## src/rtl/mem_arb_pkg.sv

```systemverilog
// Shared types and default widths for the DataMEM round-robin arbiter.
package mem_arb_pkg;

   typedef enum logic [1:0] {IDLE, ISSUE, RESP} arbStateT;

   typedef enum logic {CMD_LOAD, CMD_WRITE} arbCmdT;

   localparam int unsigned DefTAM  = 16;
   localparam int unsigned DefLmem = 8;

endpackage

```

## src/rtl/mem_arbiter_if.sv

```systemverilog
// Core-side and memory-side bus of the DataMEM arbiter.
// With MEM_ARB_LOCK_EN defined the bus also carries the per-core coreLock request.
interface mem_arbiter_if
   import mem_arb_pkg::*;
#(
   parameter int unsigned Ncores = 2,
   parameter int unsigned TAM    = DefTAM
);

   logic [Ncores-1:0]     coreLoad;
   logic [Ncores-1:0]     coreWrite;
   logic [Ncores*TAM-1:0] coreADDR;
   logic [Ncores*TAM-1:0] coreIN;
   logic [Ncores*TAM-1:0] coreOUT;
   logic [Ncores-1:0]     coreAck;
   logic [TAM-1:0]        memADDR;
   logic [TAM-1:0]        memIN;
   logic                  memLoad;
   logic                  memWrite;
   logic [TAM-1:0]        memOUT;

`ifdef MEM_ARB_LOCK_EN
   logic [Ncores-1:0]     coreLock;

   modport slave (
      input  coreLoad, coreWrite, coreADDR, coreIN, coreLock, memOUT,
      output coreOUT, coreAck, memADDR, memIN, memLoad, memWrite
   );

   modport master (
      output coreLoad, coreWrite, coreADDR, coreIN, coreLock, memOUT,
      input  coreOUT, coreAck, memADDR, memIN, memLoad, memWrite
   );
`else
   modport slave (
      input  coreLoad, coreWrite, coreADDR, coreIN, memOUT,
      output coreOUT, coreAck, memADDR, memIN, memLoad, memWrite
   );

   modport master (
      output coreLoad, coreWrite, coreADDR, coreIN, memOUT,
      input  coreOUT, coreAck, memADDR, memIN, memLoad, memWrite
   );
`endif

endinterface

```

## src/rtl/rr_picker.sv

```systemverilog
// Combinational round-robin selector: first requester strictly after `last`, wrapping.
module rr_picker
   import mem_arb_pkg::*;
#(
   parameter int unsigned Ncores = 2,
   localparam int unsigned IdxW  = (Ncores > 1) ? $clog2(Ncores) : 1
) (
   input  logic [Ncores-1:0] req,
   input  logic [IdxW-1:0]   last,
   output logic [Ncores-1:0] grant,
   output logic [IdxW-1:0]   grantIdx,
   output logic              any
);

   always_comb begin : pick
      int unsigned idx;
      grant    = '0;
      grantIdx = '0;
      any      = 1'b0;
      idx      = 0;
      // Offset Ncores wraps back to `last` itself, so it is examined last.
      for (int unsigned off = 1; off <= Ncores; off++) begin
         idx = (32'(last) + off) % Ncores;
         if (!any && req[IdxW'(idx)]) begin
            any                 = 1'b1;
            grant[IdxW'(idx)]   = 1'b1;
            grantIdx            = IdxW'(idx);
         end
      end
   end

endmodule

```

## src/rtl/mem_arbiter.sv

```systemverilog
// Round-robin sequencer sharing single-port DataMEM among Ncores cores, one access per 3 cycles.
// Define MEM_ARB_LOCK_EN to add coreLock, which pins arbitration to the locking core.
module mem_arbiter
   import mem_arb_pkg::*;
#(
   parameter int unsigned Ncores = 2,
   parameter int unsigned TAM    = DefTAM,
   parameter int unsigned Lmem   = DefLmem
) (
   input logic          clk,
   input logic          rst,
   mem_arbiter_if.slave bus
);

   localparam int unsigned    IdxW     = (Ncores > 1) ? $clog2(Ncores) : 1;
   localparam logic [TAM-1:0] AddrMask = TAM'({Lmem{1'b1}});

   arbStateT                   state;
   arbCmdT                     cmd;
   logic [IdxW-1:0]            winner;
   logic [IdxW-1:0]            last;
   logic [Ncores-1:0]          winnerOh;
   logic [Ncores-1:0]          ack;
   logic [Ncores-1:0][TAM-1:0] coreOut;
   logic [TAM-1:0]             memAddr;
   logic [TAM-1:0]             memIn;
   logic                       memLoad;
   logic                       memWrite;

   logic [Ncores-1:0]          req;
   logic [Ncores-1:0]          pickReq;
   logic [Ncores-1:0]          grant;
   logic [IdxW-1:0]            grantIdx;
   logic                       any;

   assign req = bus.coreLoad | bus.coreWrite;

`ifdef MEM_ARB_LOCK_EN
   logic locked;
   // While locked only the previous winner may be granted; it is the core holding the lock.
   assign pickReq = locked ? (req & winnerOh) : req;
`else
   assign pickReq = req;
`endif

   rr_picker #(
      .Ncores(Ncores)
   ) picker (
      .req     (pickReq),
      .last    (last),
      .grant   (grant),
      .grantIdx(grantIdx),
      .any     (any)
   );

   always_ff @(posedge clk or negedge rst) begin
      if (!rst) begin
         state    <= IDLE;
         cmd      <= CMD_LOAD;
         winner   <= '0;
         winnerOh <= '0;
         last     <= IdxW'(Ncores - 1);
         ack      <= '0;
         coreOut  <= '0;
         memAddr  <= '0;
         memIn    <= '0;
         memLoad  <= 1'b0;
         memWrite <= 1'b0;
`ifdef MEM_ARB_LOCK_EN
         locked   <= 1'b0;
`endif
      end else begin
         unique case (state)
            IDLE: begin
               if (any) begin
                  winner   <= grantIdx;
                  winnerOh <= grant;
                  last     <= grantIdx;
                  // Write wins when a core raises both load and write.
                  cmd      <= bus.coreWrite[grantIdx] ? CMD_WRITE : CMD_LOAD;
                  memAddr  <= bus.coreADDR[grantIdx*TAM +: TAM] & AddrMask;
                  memIn    <= bus.coreIN[grantIdx*TAM +: TAM];
                  memLoad  <= !bus.coreWrite[grantIdx];
                  memWrite <= bus.coreWrite[grantIdx];
                  state    <= ISSUE;
               end
            end
            ISSUE: begin
               memLoad  <= 1'b0;
               memWrite <= 1'b0;
               ack      <= winnerOh;
               state    <= RESP;
            end
            RESP: begin
               ack <= '0;
               if (cmd == CMD_LOAD) begin
                  coreOut[winner] <= bus.memOUT;
               end
`ifdef MEM_ARB_LOCK_EN
               locked <= bus.coreLock[winner];
`endif
               state <= IDLE;
            end
            default: state <= IDLE;
         endcase
      end
   end

   assign bus.coreOUT  = coreOut;
   assign bus.coreAck  = ack;
   assign bus.memADDR  = memAddr;
   assign bus.memIN    = memIn;
   assign bus.memLoad  = memLoad;
   assign bus.memWrite = memWrite;

endmodule

```

## src/flat_wrapper.sv

```systemverilog
// flat-port wrapper written by rule: the top's interface ports become plain ports
module mem_arbiter_flat import mem_arb_pkg::*;
#(
   parameter int unsigned Ncores = 2,
   parameter int unsigned TAM    = DefTAM,
   parameter int unsigned Lmem   = DefLmem
)
  (clk, rst, bus_coreLoad, bus_coreWrite, bus_coreADDR, bus_coreIN, bus_memOUT, bus_coreOUT, bus_coreAck, bus_memADDR, bus_memIN, bus_memLoad, bus_memWrite);
  mem_arbiter_if #(.Ncores(Ncores), .TAM(TAM)) bus_i ();
  input logic clk;
  input logic rst;
  input wire logic [$bits(bus_i.coreLoad)-1:0] bus_coreLoad;
  input wire logic [$bits(bus_i.coreWrite)-1:0] bus_coreWrite;
  input wire logic [$bits(bus_i.coreADDR)-1:0] bus_coreADDR;
  input wire logic [$bits(bus_i.coreIN)-1:0] bus_coreIN;
  input wire logic [$bits(bus_i.memOUT)-1:0] bus_memOUT;
  output wire logic [$bits(bus_i.coreOUT)-1:0] bus_coreOUT;
  output wire logic [$bits(bus_i.coreAck)-1:0] bus_coreAck;
  output wire logic [$bits(bus_i.memADDR)-1:0] bus_memADDR;
  output wire logic [$bits(bus_i.memIN)-1:0] bus_memIN;
  output wire logic [$bits(bus_i.memLoad)-1:0] bus_memLoad;
  output wire logic [$bits(bus_i.memWrite)-1:0] bus_memWrite;
  assign bus_i.coreLoad = bus_coreLoad;
  assign bus_i.coreWrite = bus_coreWrite;
  assign bus_i.coreADDR = bus_coreADDR;
  assign bus_i.coreIN = bus_coreIN;
  assign bus_i.memOUT = bus_memOUT;
  assign bus_coreOUT = bus_i.coreOUT;
  assign bus_coreAck = bus_i.coreAck;
  assign bus_memADDR = bus_i.memADDR;
  assign bus_memIN = bus_i.memIN;
  assign bus_memLoad = bus_i.memLoad;
  assign bus_memWrite = bus_i.memWrite;
  mem_arbiter #(.Ncores(Ncores), .TAM(TAM), .Lmem(Lmem)) u_core (.clk(clk), .rst(rst), .bus(bus_i));
endmodule
```

## config.mk

```make
export PLATFORM = sky130hd
export DESIGN_NAME = mem_arbiter_flat
export DESIGN_NICKNAME = d
export VERILOG_FILES = /design/src/rtl/mem_arb_pkg.sv /design/src/rtl/mem_arbiter_if.sv /design/src/rtl/rr_picker.sv /design/src/rtl/mem_arbiter.sv /design/src/flat_wrapper.sv
export SDC_FILE = /design/constraint.sdc
export NUM_CORES = 1
export LEC_CHECK = 0
export ABC_AREA = 1
export CORE_UTILIZATION = 40
export CTS_CLUSTER_SIZE = 40
export DETAILED_ROUTE_END_ITERATION = 8
export HOLD_SLACK_MARGIN = 0.03
export PLACE_DENSITY = 0.89
export SLEW_MARGIN = 5
export SYNTH_ARGS = -nofsm -noshare
export SYNTH_HDL_FRONTEND = slang
export SYNTH_SLANG_ARGS = --single-unit
export TNS_END_PERCENT = 50
```

## constraint.sdc

```tcl
create_clock -name clk -period 2.56 [get_ports clk]
set_input_delay 0.512 -clock clk [delete_from_list [all_inputs] [get_ports clk]]
set_output_delay 0.512 -clock clk [all_outputs]
set_load 0.01 [all_outputs]
```

==> results.ini, run 1 <==
[power_and_ir_drop]
power.density_nw_per_um2 = 1115
intPower_mw = 3.317
swShare_pct = 38.67
pwr-share-seq_pct = 35.1
p_clk_share_pct = 13.8
leakagePower_nw = 2.471
vdd_drop_max_v = 0.0006764
p_sw_mw = 2.092
pwr-share-comb_pct = 51.2

[drt]
ant_nets = 0
avgViaCountPerCell = 4.579
post-route-drc-count = 0
drtPass1Iterations = 4
drtIter0Drc = 108
wl_um = 8032
vias = 2894
wl_per_cell_um = 12.71

[synth]
yosysTopAreaCellShare_pct = 48.73
yosysUniqueCellTypes = 23
synth_edf_count = 0
ys_ff_latch = 67
synth_area_sq_um = 3390
synth_most_common_cell = nand2_1
ys_warn_count = 0
ys.flop_type = dfrtp_1
synth-seq-area-share_pct = 49.50
synthCells = 396
yosys.area.top_type = dfrtp_1
syn_avg_cell_area_sq_um = 8.559
synthTopCellsByArea = dfrtp_1 49%, nand2_1 12%, inv_1 8.5%
synth_common_cells = 112 x nand2_1, 77 x inv_1, 66 x dfrtp_1
synth_async_sr_flop_share_pct = 100.0

[timing]
worst_pin_slew_ns = 0.7171
min_period_over_period_pct = 69.06
finalHoldViolations = 0
maxSlewViolCount = 0
slew_headroom_pct = 52.19
setup_tns_ns = 0
finalCriticalPeriod_ns = 1.768
finalHoldWorstSlack_ns = 0.2265
fmax_mhz = 565.6
fin_skew_ns = 0.005916
report.final.setup_viol = 0
rsz0062_at_grt = no

[critical_path]
crit_cells = 1
rr_startpoint = u_core.state[0]
cp.arrival_ns = 1.26
cp_cell_sequence = clkdlybuf4s50_1
slowest_delay_ns = 0.56
critPathCaptureType = output pin
crit_start = u_core.bus.coreOUT[2]
rr_worst_depth = 6
crit_end = bus_coreOUT[2]
required_ns = 2.05
cp-start-kind = register
critical_path_class = reg -> out
r2r-end = u_core.bus.memADDR[4]
crit_fanout = 2
cp_num_buf_inv = 1
reg2reg_slack_ns = 0.93
critPathSlowestCell = clkdlybuf4s50_1
cpLargestDelayFamily = buffers and inverters

[finish]
final_cell_count_no_fill = 632
area_delta_synth_final_pct = 43.08
finalNetCount = 612
antenna_cells = 0
drive_gt1_share_pct = 11.95

[floorplanning]
io_pins = 154
die_h_um = 94.05
start_util_pct = 41.25
dieArea_sq_um = 8845
coreArea_sq_um = 8217
rows = 33
die_width_um = 94.05

[placed_design]
dp_hpwl_um = 5759
io_buffers = 129
routabilityCongestion = 0.7423
place_inst = 616

[min_path]
worstHoldPathType = in -> async

[run]
maxCapViolations = 0

[clocking]
h-tree-depth = 3
cts_buffers = 9
post_cts_buffers = 0
clock_sinks = 67
cts_buffer_depth = 2
cts_tree = built
clock-root-buffer = clkbuf_8
clk_latency_ns = 0.33
cts_resized = 0
holdBufCountCts = 0
clk_pin_slew_ns = 0.07

[global_route]
antenna_found_initial = 0
grt_start_max_net_pins = 38
grt_overflow = 0
grt_pass1_vias = 2903
grt_pass1_wl_um = 13260
grt_use_total_pct = 19.28

[outcome]
outcome = completed

==> stage by stage <==
step	area [sq um]	utilization, %	power [mW]	setup WS [ns]
after floorplan	3416	-	3.463	1.260
after CTS	4850	59.02	5.489	0.7678
after global placement	4681	56.97	4.584	0.5997
after detailed placement	4681	56.97	4.715	0.5494
after global routing	4850	59.02	5.854	0.7320
final	4850	59.02	5.409	0.7920
==> layout by cell type (no fill, tap or decap), types with 2 or more instances in the layout <==
cell type,count
clkinv_4,2
conb_1,8
dfrtp_1,66
o22ai_1,2
clkdlybuf4s50_1,128
buf_4,3
nand2_1,112
inv_1,77
o21ai_0,36
ha_1,4
clkbuf_8,9
nand3_2,26
nand3_1,31
nand2_4,3
o21ai_2,5
clkinv_2,4
==> cells by family after synthesis <==
group / synth area share [%]
simple gates: 27.13
compound gates: 6.977
fa+ha+maj: 1.477
flops: 49.50
buf+inv: 14.80
other cells: 0.1106
==> per-layer routing <==
layer | vias to the layer above | wire [um] | GRT usage (%)
met2 | 106 | 3953 | 34.98
li1 | 1444 | - | -
met4 | 0 | 104 | 6.795
met3 | 12 | 623 | 5.097
met5 | - | 0 | 0
met1 | 1332 | 3350 | 21.60
==> worst min-delay path by stage <==
stage | start | endpoint | slack, ns | depth (start not counted)
detailed placement | u_core.bus.memIN[2] | u_core.bus.memIN[2] | 0.47 | 2
global route | rst | u_core.bus.memIN[10] | 0.27 | 1
finish | rst | u_core.bus.memIN[10] | 0.23 | 1
floorplan | rst | u_core.bus.coreAck[0] | 0.22 | 0
CTS | rst | u_core.bus.memADDR[7] | 0.23 | 1
global placement | u_core.bus.memIN[15] | u_core.bus.memIN[15] | 0.46 | 2
==> cell type report <==
cell class,instances,area [sq um]
inverter,79,306.5
sequential,67,1678
clock buffer,9,123.9
multi-input combinational,232,1236
fill,718,3367
tap,105,131.4
timing repair buffer,133,1329
clock inverter,7,45.04
==> state kept, by name, indices dropped and copies added (netlist names) <==
register and count:
u_core.bus.coreAck 2, u_core.bus.coreOUT 32, u_core.bus.memADDR 8, u_core.bus.memIN 16, u_core.bus.memLoad 1, u_core.bus.memWrite 1
u_core.cmd 1, u_core.last 1, u_core.state 2, u_core.winner 1, u_core.winnerOh 2
==> power by group through the flow <==
stage | clock network (mW) | registers (mW) | logic [mW]
global route | 0.826 | 1.96 | 3.07
finish | 0.744 | 1.90 | 2.77
detailed placement | 0 | 1.91 | 2.81
floorplan | 0 | 2.10 | 1.36
global placement | 0 | 1.88 | 2.71
CTS | 0.778 | 1.90 | 2.81
No activity file was read; power rests on OpenSTA's default activity.
==> run 2, diff against run 1 <==
==> constraint.sdc (replaced) <==
create_clock -name clk -period 1.75 [get_ports clk]
set_input_delay 0.35 -clock clk [delete_from_list [all_inputs] [get_ports clk]]
set_output_delay 0.35 -clock clk [all_outputs]
set_load 0.01 [all_outputs]
==> results.ini, run 2 (same netlist as run 1, synthesis figures left out) <==
[outcome]
outcome = completed

[finish]
antenna_cells = 0  ; unchanged
final_cell_mix = 128 x clkdlybuf4s50_1, 112 x nand2_1, 77 x inv_1
finalNetCount = 616  ; +0.65%
area_delta_synth_final_pct = 44.96
drive_gt1_share_pct = 12.43  ; +0.47 points
final_common_cell = clkdlybuf4s50_1
largest_reg_flops = 32  ; unchanged
final_area_sq_um = 4913  ; +1.3%

[critical_path]
cp.arrival_ns = 1.24  ; -0.02 ns
required_ns = 1.40  ; -0.65 ns
critical_path_class = reg -> out
critPathCaptureType = output pin
cp-start-kind = register
critPathSlowestCell = clkdlybuf4s50_1
slowest_delay_ns = 0.57  ; about the same
cpLargestDelayFamily = buffers and inverters
cp_cell_sequence = clkdlybuf4s50_1
crit_fanout = 2  ; unchanged
cp_num_buf_inv = 1  ; unchanged

[drt]
wl_per_cell_um = 12.66  ; -0.42%
ant_nets = 0  ; unchanged
vias = 2935  ; +1.4%
avgViaCountPerCell = 4.615  ; +0.78%
post-route-drc-count = 0  ; unchanged
drtPass1Iterations = 4  ; unchanged
dr_wl_met3_um = 732  ; +17%
met1_length_um = 3233  ; -3.5%
wl_um = 8049  ; +0.21%
wl_met2_um = 4004  ; +1.3%
drtIter0Drc = 111  ; +2.8%
top_layer = met4

[timing]
report.final.setup_viol = 0  ; unchanged
min_period_over_period_pct = 91.12
fin_skew_ns = 0.007807  ; +0.001891 ns
fmax_mhz = 627.1
setup_tns_ns = 0  ; unchanged
maxSlewViolCount = 0  ; unchanged
worst_slack_ns = 0.1554  ; -0.6366 ns
rsz0062_at_grt = no
finalCriticalPeriod_ns = 1.595
finalHoldViolations = 0  ; unchanged

[placed_design]
place_ws_ns = 0.004402  ; -0.5450 ns
dp_hpwl_um = 5849  ; +1.5%
io_buffers = 129  ; unchanged
routabilityCongestion = 0.7696  ; +3.7%
postPlaceCellArea_sq_um = 4723  ; +0.91%

[clocking]
cts_buffers = 9  ; unchanged
h-tree-depth = 3  ; unchanged
cts_resized = 0  ; unchanged
cts_buffer_depth = 2  ; unchanged
clk_latency_ns = 0.33  ; about the same
post_cts_buffers = 0  ; unchanged
holdBufCountCts = 0  ; unchanged
cts_tree = built
clk_pin_slew_ns = 0.07  ; about the same
clock_sinks = 67  ; unchanged
clock-root-buffer = clkbuf_8

[global_route]
antenna_found_initial = 0  ; unchanged
grt_pass1_wl_um = 13160  ; -0.78%
grt_pass1_vias = 2855  ; -1.7%
grt_use_total_pct = 19.31  ; +0.035 points
grt_start_max_net_pins = 68  ; +79%
grt_overflow = 0  ; unchanged

[floorplanning]
dieArea_sq_um = 8845  ; unchanged
io_pins = 154  ; unchanged
rows = 33  ; unchanged
coreArea_sq_um = 8217  ; unchanged
die_h_um = 94.05  ; unchanged
start_util_pct = 41.25  ; unchanged
die_width_um = 94.05  ; unchanged

[run]
maxCapViolations = 0  ; unchanged

[power_and_ir_drop]
power.density_nw_per_um2 = 1646  ; +48%
leakagePower_nw = 2.501  ; +1.2%
vdd_drop_max_v = 0.0009382  ; +39%

[min_path]
worstHoldPathType = in -> async

run 2: area by class of cell:
cell class	count	area (sq um)
inverter	79	306.5
multi-input combinational	232	1236
fill	685	3303
tap	105	131.4
sequential	67	1678
clock buffer	13	168.9
clock inverter	3	21.27
timing repair buffer	137	1371
run 2: worst reg2reg max path, stage by stage (launching register included):
cell,delay (ns)
dfrtp_1,0.39
inv_1,0.12
ha_1,0.40
nand2_8,0.14
inv_8,0.25
nand3_2,0.12
nand2_1,0.07
run 2: per-stage QoR:
stage               cells  utilization, %  power [mW]  hold WS [ns]
finish                636           59.80       8.087       0.03578
global placement      620           57.48       6.771        0.3946
floorplan             403               -       5.066       0.05441
detailed placement    620           57.48       6.967        0.4021
CTS                   636           59.80       8.201       0.04026
global route          636           59.80       8.732       0.06170
run 2: final timing paths:
| kind | start | to | slack (ns) | cells past startpoint |
|---|---|---|---|---|
| worst max-delay path | u_core.bus.memADDR[1] | bus_memADDR[1] | 0.16 | 1 |
| worst min-delay path | rst | u_core.bus.memIN[4] | 0.04 | 2 |
| worst max register to register | u_core.state[0] | u_core.bus.memIN[3] | 0.19 | 6 |
| worst min register to register | u_core.bus.memADDR[4] | u_core.bus.memADDR[4] | 0.48 | 2 |
| max in group asynchronous | rst | u_core.last | 1.39 | 2 |
| min in group clk | u_core.bus.memADDR[4] | u_core.bus.memADDR[4] | 0.48 | 2 |
run 2: power breakdown:
part           leakage, nW  internal [mW]  total (mW)  switching [mW]
Sequential           0.812           2.35        2.76           0.413
Clock               0.0956          0.631        1.19           0.558
Combinational         1.59           2.05        4.13            2.09
run 2: metal layers:
layer | track usage, % | vias to the layer above
met5 | 0 | -
met4 | 6.667 | 0
met3 | 5.744 | 6
met2 | 34.00 | 110
met1 | 22.17 | 1368
li1 | - | 1451
